--- config.mk ---
export PLATFORM = sky130hd
export DESIGN_NAME = mem_access_ctrl
export DESIGN_NICKNAME = d
export VERILOG_FILES = /design/src/rtl/mem_access_ctrl.sv
export SDC_FILE = /design/constraint.sdc
export NUM_CORES = 1
export LEC_CHECK = 0
export ABC_AREA = 1
export CAP_MARGIN = 20
export CORE_MARGIN = 2
export CORE_UTILIZATION = 43
export DETAILED_ROUTE_END_ITERATION = 8
export PLACE_DENSITY_LB_ADDON = 0.12
export SYNTH_ARGS = -nofsm -noshare
export SYNTH_HDL_FRONTEND = slang
export SYNTH_SLANG_ARGS = --single-unit
--- constraint.sdc ---
create_clock -name clk -period 2.2 [get_ports clk]
set_input_delay 0.22 -clock clk [delete_from_list [all_inputs] [get_ports clk]]
set_output_delay 0.22 -clock clk [all_outputs]
set_load 0.01 [all_outputs]
--- src/rtl/mem_access_ctrl.sv ---
// Multi-cycle memory access controller: one read or write per request, waits on mem_ready.
// Optional wait-state abort is enabled with `define MEM_ACCESS_TIMEOUT_EN.
module mem_access_ctrl #(
    parameter int ADDR_W  = 16,
    parameter int DATA_W  = 16,
    parameter int TIMEOUT = 15
) (
    input  logic              clk,
    input  logic              rst_n,
    input  logic              req,
    input  logic              we,
    input  logic [ADDR_W-1:0] addr,
    input  logic [DATA_W-1:0] wdata,
    output logic              busy,
    output logic              done,
    output logic [DATA_W-1:0] rdata,
    output logic              err,
    output logic [ADDR_W-1:0] mem_addr,
    output logic [DATA_W-1:0] mem_wdata,
    output logic              mem_rd,
    output logic              mem_wr,
    input  logic [DATA_W-1:0] mem_rdata,
    input  logic              mem_ready
);

    typedef enum logic [1:0] {IDLE, REQ, DONE} state_t;

    state_t state, next_state;
    logic   we_q;
    logic   accept;
    logic   timeout_hit;

    assign accept = (state == IDLE) && req;

`ifdef MEM_ACCESS_TIMEOUT_EN
    localparam int CNT_W = $clog2(TIMEOUT + 1);
    logic [CNT_W-1:0] wait_cnt;

    // ready on the final wait cycle still completes the access normally
    assign timeout_hit = (state == REQ) && !mem_ready && (wait_cnt == CNT_W'(TIMEOUT));

    always_ff @(posedge clk or negedge rst_n) begin
        if (!rst_n) begin
            wait_cnt <= '0;
            err      <= 1'b0;
        end else begin
            if (accept) begin
                wait_cnt <= '0;
                err      <= 1'b0;
            end else if (timeout_hit) begin
                err      <= 1'b1;
            end else if (state == REQ && !mem_ready) begin
                wait_cnt <= wait_cnt + 1'b1;
            end
        end
    end
`else
    assign timeout_hit = 1'b0;
    assign err         = 1'b0;
`endif

    always_ff @(posedge clk or negedge rst_n) begin
        if (!rst_n) state <= IDLE;
        else        state <= next_state;
    end

    always_comb begin
        next_state = state;
        case (state)
            IDLE:    if (req) next_state = REQ;
            REQ:     if (mem_ready || timeout_hit) next_state = DONE;
            DONE:    next_state = IDLE;
            default: next_state = IDLE;
        endcase
    end

    always_ff @(posedge clk or negedge rst_n) begin
        if (!rst_n) begin
            we_q      <= 1'b0;
            mem_addr  <= '0;
            mem_wdata <= '0;
            mem_rd    <= 1'b0;
            mem_wr    <= 1'b0;
            rdata     <= '0;
        end else begin
            if (accept) begin
                we_q      <= we;
                mem_addr  <= addr;
                mem_wdata <= wdata;
                mem_rd    <= ~we;
                mem_wr    <= we;
            end else if (state == REQ && next_state == DONE) begin
                mem_rd <= 1'b0;
                mem_wr <= 1'b0;
            end
            if (state == REQ && mem_ready && !we_q) rdata <= mem_rdata;
        end
    end

    assign busy = (state != IDLE);
    assign done = (state == DONE);

endmodule
* Yosys cells after proc, flatten, opt, wreduce, memory -nomap -nowiden
Index checks and enable logic that the tools add are counted.
Cells by class: equal/unequal tests 3, muxes and demuxes 6, bitwise gates (word level) 1, reduce and logical (&&, ||, !) cells 8
Operators by type and width (number):
- 2-bit equality test (second input constant) | 2
- 1-bit logical AND | 4
- 2-bit 2-to-1 mux | 2
- 2-bit case mux with 2 select lines | 1
- 2-bit nonzero test | 2
- 1-bit 2-to-1 mux | 3
- 2-bit by 1-bit equality test with 1-bit output (second input constant) | 1
- 2-bit zero test | 1
- 1-bit zero test | 1
- 1-bit NOT | 1
Word-level totals: register bits 53, output and inout port bits 53, word-level logic and storage cells 25, input port bits 53

* Longest topological paths before layout
Gate-level depths: netlist of the first run.
word-level depth 6, mapped depth 6, gate-level depth less buffers 5

* Worst setup path after synthesis of the first run
Ideal clock, no wire load.
kind register to register, start reg state[0], end reg mem_addr[10], cell stages (with the launch flop) 6, clock period less this slack 1.081 ns, arrival time 0.965 ns, setup time 0.116 ns, buffers on the path 1, slack 1.119 ns, required time 2.084 ns, cell sequence dfrtp_1 -> nor2_2 -> nand2_4 -> buf_4 -> nand2_1 -> nand2_1
On the way: word-level cells in the longest chain between the ends 2
RTL lines:
- from (decl) | line 28 | state_t state, next_state;
- from (signal assigned) | line 64 | else state <= next_state;
- 2-bit zero test | line 33 | assign accept = (state == IDLE) && req;
- 1-bit logical AND | line 33
- to (signal assigned) | line 88 | mem_addr <= addr;
- to (decl) | line 18 | output logic [ADDR_W-1:0] mem_addr,
Every way passes these cells. A chain may end at the register's enable or synchronous reset.

* Final worst setup path of the first run
start reg state[1], end out done
On the way: word-level cells in the longest chain between the ends 1
RTL lines:
- 2-bit equality test | line 101 | assign done = (state == DONE);
- to (decl) | line 15 | output logic done,
Every way passes these cells.

==> results of run 1 <==
-- per-layer routing --
metal / GRT usage, % / vias up / share of wire, %
met5: 0 / - / 0
met3: 5.556 / 4 / 8.1
li1: - / 919 / -
met1: 24.31 / 850 / 44
met4: 3.509 / 0 / 0.58
met2: 30.92 / 71 / 47
-- worst max path at each step --
stage | from | endpoint | slack [ns] | cells after the start
final | state[1]$_DFF_PN0_ | done | 0.47 | 3
after global routing | state[1]$_DFF_PN0_ | done | 0.37 | 3
after CTS | state[1]$_DFF_PN0_ | done | 0.44 | 3
after detailed placement | req | mem_wr$_DFFE_PN0P_ | 0.59 | 5
after global placement | req | mem_wr$_DFFE_PN0P_ | 0.62 | 5
after floorplan | state[0]$_DFF_PN0_ | mem_addr[10]$_DFFE_PN0P_ | 1.12 | 5
-- worst register-to-register path: cells and delay by family, from the launching register on --
kind,cells,cell delay [ns]
and+or+nand+nor,4,0.66
buffers and inverters,1,0.34
DFF,1,0.47
-- cells in the mapped netlist --
cell type  instances  area [sq um]
nand2_4            1         11.26
buf_6              4         45.04
nand4_1           16         100.1
clkbuf_8           3         41.29
nand2_2           10         62.56
nor2_1             1         3.750
nand4_4            1         21.27
buf_12             1         20.02
buf_4              4         30.03
nand2_1          124         465.5
clkinv_1           1         3.750
conb_1             1         3.750
nor2_4             1         11.26
dfrtp_1           53          1326
nand3_1            3         15.01
inv_1              4         15.01
inv_6              1         8.760
o31ai_1            1         7.510
nor2_2             1         6.260
inv_2              1         3.750
-- where the power goes --
part	internal (mW)	leakage [nW]	switching (mW)
logic	0.948	0.901	0.790
registers	1.38	0.658	0.245
clock network	0.256	0.0512	0.307
total	2.58	1.61	1.34
-- final cells by class --
type	count	area, sq um	area share, %
tap	70	87.58	2.654
sequential	53	1326	40.18
clock buffer	6	82.58	2.502
inverter	7	31.28	0.9477
timing repair buffer	106	1051	31.84
clock inverter	2	13.76	0.4170
multi-input combinational	160	708.2	21.46
-- state kept, by name, summed over array words and instances (netlist names) --
name and cells:
mem_addr 16, mem_wdata 16, rdata 16, state 2, mem_rd 1, mem_wr 1, we_q 1
-- placed cells by master, fill, tap and decap left out --
| master | n |
|---|---|
| nand3_1 | 3 |
| nor2_4 | 1 |
| clkinv_4 | 1 |
| buf_2 | 1 |
| clkdlybuf4s50_1 | 103 |
| clkinv_2 | 1 |
| nand4_1 | 16 |
| o31ai_1 | 1 |
| nor2_1 | 1 |
| inv_1 | 4 |
| nand4_4 | 1 |
| nand2_1 | 124 |
| buf_4 | 2 |
| nor2_2 | 1 |
| nand2_4 | 1 |
| clkinv_1 | 1 |
| inv_2 | 1 |
| inv_6 | 1 |
| dfrtp_1 | 53 |
| conb_1 | 1 |
| clkbuf_8 | 6 |
| nand2_2 | 10 |
-- cell families after synthesis --
| kind of cell | count (synthesis) |
|---|---|
| DFF | 53 |
| other | 1 |
| buffers and inverters | 19 |
| and+or+nand+nor | 158 |
| AOI/OAI and AO/OA | 1 |
-- metrics by stage --
step / area, sq um / hold slack [ns]
final: 3301 / 0.02598
after global placement: 3204 / 0.3795
after detailed placement: 3204 / 0.3796
after floorplan: 2202 / -0.07559
after CTS: 3301 / 0.04964
after global routing: 3301 / 0.07977
==> reports/metrics.cfg, run 1 <==
[grt]
grt_usage_pct=18.53
grt_max_degree=54
antenna_found_initial=0
gr-total-overflow=0
grt_pass1_vias=1810
grt_pass1_wl_mm=8.100

[route]
drc=0
drtAntennaViolNets=0
firstDrtPassIters=4
viasPerCell=4.564
totalWireLength_mm=4.990
vias=1844
drt_iter0_drc=91
wl_per_cell_um=12.35

[outcome]
status=finished, final reports clean

[critical_path]
worst-path-buf-inv=2
worstPathCellList=inv_1 -> nor2_1 -> clkdlybuf4s50_1
rr_endpoint=mem_wr$_DFFE_PN0P_
critPathRequiredTime_ns=1.98
worstPathArrival_ns=1.51
ff2ff_setup_slack_ns=0.69
r2r_start=state[0]$_DFF_PN0_
cp_max_fo=4
path_class=flop to output port
cpPeakStageDelay_ns=0.54
worstSetupStartpointType=flop
critPathCaptureType=output port
crit_family=buffers and inverters
reg2regPathDepth=5
cpMaxStageDelayCell=clkdlybuf4s50_1

[power]
p_leak_nw=1.610
irDropWorstVdd_mv=0.5640
power_density_nw_per_um2=1189
p_total_mw=3.926

[logic_synthesis]
avgSynthCellArea_sq_um=9.492
syn_area_sq_um=2202
ys_seq_area_share_pct=60.23
synthXorXnorAreaFrac_pct=0
ys_warn_count=0
synth_top_family_by_area=simple AND/OR/NAND/NOR gates
synth.ff_latch_count=53
synthDistinctLibCells=20
synth_fp_nets=285
synth-simple-area-share_pct=31.65
syn_inst=232
synthMuxAreaShare_pct=0
synth_fa_ha_area_share_pct=0
synth_compound_area_share_pct=0.3409

[placement]
placed_cells=396
detailed_place_hpwl_mm=3.504
preCtsSetupSlack_ns=0.5898
finalWeightedCongestion=0.7158
port_buffers=104

[sta]
fin_crit_ns=1.726
fin_setup_tns_ns=0
setup_ws_ns=0.4743
slew_headroom_pct=56.63
fin_crit_sh_pct=78.44
clock_skew_ns=0.01041
hold_viol=0
worstMarginPinSlew_ns=0.6505
drv_slew=0
rsz0062_at_grt=false
setup_viol=0
fmax_ghz=0.5795

[floorplanning]
die-area_sq_um=5709
row_count=26
ios=106
die_h_um=75.56
start_util_pct=43.96
coreArea_sq_um=5010
chipWidth_um=75.56

[clocking]
clkTransAtPathRegs_ns=0.08
clock_latency_ns=0.30
hold_buffers=0
post_cts_resized=0
h-tree-depth=2
cts_tree=done
numCtsBuffers=5
cts_root_buf=clkbuf_8
clk_path_buf_depth=2
postCtsSetupBuffers=0
cts_sinks=53

[job]
cap_violations=0

[finish]
final_util_pct=65.88
fillCellCount=456
drive_gt1_share_pct=8.084
stdcell_count=404
syn_to_final_growth_pct=49.89
diodes=0
final_net_count=386

[min_path]
min_path_type=input port to async pin

No activity file was read; power rests on OpenSTA's default activity.
==> run 2, diff against run 1 <==
--- a/config.mk
+++ b/config.mk
@@ -8,7 +8,7 @@
 export ABC_AREA = 1
 export CAP_MARGIN = 20
 export CORE_MARGIN = 2
-export CORE_UTILIZATION = 43
+export CORE_UTILIZATION = 40
 export DETAILED_ROUTE_END_ITERATION = 8
 export PLACE_DENSITY_LB_ADDON = 0.12
 export SYNTH_ARGS = -nofsm -noshare
==> constraint.sdc (replaced) <==
create_clock -name clk -period 1.8 [get_ports clk]
set_input_delay 0.18 -clock clk [delete_from_list [all_inputs] [get_ports clk]]
set_output_delay 0.18 -clock clk [all_outputs]
set_load 0.01 [all_outputs]
==> run 2 against run 1 <==
  * Count of clock-buffer cells in the layout grew 2
  * Largest power group unchanged
  * Critical path depth is the same
  * Highest routed layer unchanged
  * Sequential power grew 21%
  * Register-to-register slack lost 0.26 ns
  * Non-clock buffer count grew 3
  * Worst hold slack gained 0.34 ns
  * Clock power grew 12%
  * Combinational power grew 24%
  * Utilization shrank 4.4 points
  * Worst setup slack lost 0.37 ns
==> reports/metrics.cfg, run 2 (synthesized netlist as in run 1, its figures left out) <==
[grt]
grt_use_met3_pct=6.092  ; +0.54 points
grt_most_used_layer=met2
use_met2_pct=27.59  ; -3.3 points
met1_usage_pct=23.09  ; -1.2 points
grt_pass1_vias=1862  ; +2.9%
gr-total-overflow=0  ; unchanged
grt_max_degree=35  ; -35%
antenna_found_initial=0  ; unchanged
grt_pass1_wl_mm=8.480  ; +4.7%
grt_usage_pct=17.56  ; -0.97 points

[clocking]
hold_buffers=1  ; +1
clk_path_buf_depth=2  ; unchanged
postCtsSetupBuffers=0  ; unchanged
post_cts_resized=0  ; unchanged
cts_tree=done
cts_root_buf=clkbuf_8
h-tree-depth=2  ; unchanged
cts_sinks=53  ; unchanged
clock_latency_ns=0.30  ; about the same
clkTransAtPathRegs_ns=0.09  ; about the same
numCtsBuffers=5  ; unchanged

[floorplanning]
die_h_um=78.20  ; +3.5%
ios=106  ; unchanged
row_count=27  ; +3.8%
coreArea_sq_um=5405  ; +7.9%
chipWidth_um=78.20  ; +3.5%
start_util_pct=40.74  ; -3.2 points
die-area_sq_um=6114  ; +7.1%

[critical_path]
crit_family=buffers and inverters
worst-path-buf-inv=2  ; unchanged
ff2ff_setup_slack_ns=0.43  ; -0.26 ns
cp_max_fo=4  ; unchanged
worstSetupStartpointType=flop
critPathCaptureType=output port
critPathLaunch=state[1]$_DFF_PN0_
cpMaxStageDelayCell=clkdlybuf4s50_1
cpPeakStageDelay_ns=0.54  ; about the same
r2r_start=state[0]$_DFF_PN0_
worstPathCellList=inv_1 -> nor2_1 -> clkdlybuf4s50_1
path_class=flop to output port
worstPathArrival_ns=1.51  ; about the same
critPathRequiredTime_ns=1.62  ; -0.36 ns

[route]
drtAntennaViolNets=0  ; unchanged
drc=0  ; unchanged
vias=1845  ; +0.054%
viasPerCell=4.511  ; -1.2%
totalWireLength_mm=5.028  ; +0.76%
wl_per_cell_um=12.29  ; -0.47%
firstDrtPassIters=4  ; unchanged
drt_iter0_drc=83  ; -8.8%

[sta]
setup_viol=0  ; unchanged
fin_setup_tns_ns=0  ; unchanged
fin_crit_ns=1.692
rsz0062_at_grt=false
hold_viol=0  ; unchanged
drv_slew=0  ; unchanged
fmax_ghz=0.5911
clock_skew_ns=0.004915  ; -0.005498 ns
fin_crit_sh_pct=93.98
hold_ws_ns=0.3666  ; +0.3407 ns

[placement]
detailed_place_hpwl_mm=3.618  ; +3.3%
port_buffers=104  ; unchanged
finalWeightedCongestion=0.7082  ; -1.1%

[finish]
drive_gt1_share_pct=7.715  ; -0.37 points
fillCellCount=505  ; +11%
diodes=0  ; unchanged
syn_to_final_growth_pct=50.97
layout_common_cells=nand2_1 (124), clkdlybuf4s50_1 (103), dfrtp_1 (53)
register_area_sq_um=1326  ; unchanged
final_common_cell=nand2_1
final_net_count=389  ; +0.78%
largest_registers=mem_addr (16), mem_wdata (16), rdata (16)
final_util_pct=61.50  ; -4.4 points
multi_input_area_sq_um=708.2  ; unchanged

[min_path]
min_path_type=input port to async pin

[job]
cap_violations=0  ; unchanged

[power]
p_leak_nw=1.616  ; +0.39%
irDropWorstVdd_mv=0.6852  ; +21%
power_density_nw_per_um2=1433  ; +21%

[outcome]
status=finished, final reports clean

run 2: per-layer routing:
metal | part of all wire [%] | wire length, um
met1 | 44 | 2206
met2 | 47 | 2344
met3 | 8.4 | 424
met4 | 1.0 | 51
met5 | 0 | 0
run 2: worst reg2reg max path, stage by stage, from the launching register on:
cell	delay, ns
dfrtp_1	0.47
nor2_2	0.18
nand2_4	0.17
inv_6	0.28
nand2_1	0.12
nand2_1	0.08
run 2: layout make-up:
class                      instances  area share, %
inverter                           7         0.9409
tap                               72          2.710
multi-input combinational        160          21.30
timing repair buffer             109          32.74
sequential                        53          39.89
clock buffer                       8          2.409
run 2: worst paths after layout:
path | to | cells past startpoint
min in group clk | mem_addr[5]$_DFFE_PN0P_ | 3
min | rdata[3]$_DFFE_PN0P_ | 2
max | done | 3
max reg2reg | mem_wr$_DFFE_PN0P_ | 5
max in group asynchronous | mem_wdata[7]$_DFFE_PN0P_ | 3
min reg2reg | rdata[8]$_DFFE_PN0P_ | 2
run 2: metrics by stage:
step / setup slack (ns) / cells / total power, mW / area (sq um)
after floorplan: 0.7186 / 232 / 2.949 / 2202
after global placement: 0.4083 / 400 / 4.149 / 3234
after detailed placement: 0.3939 / 400 / 4.176 / 3234
after CTS: 0.08212 / 409 / 4.829 / 3324
after global routing: 0.01999 / 409 / 5.139 / 3324
final: 0.1083 / 409 / 4.765 / 3324
run 2: power breakdown:
part	switching, mW	internal [mW]	total [mW]
Combinational	0.977	1.18	2.16
Sequential	0.291	1.69	1.98
Clock	0.351	0.277	0.628
Total	1.62	3.15	4.77
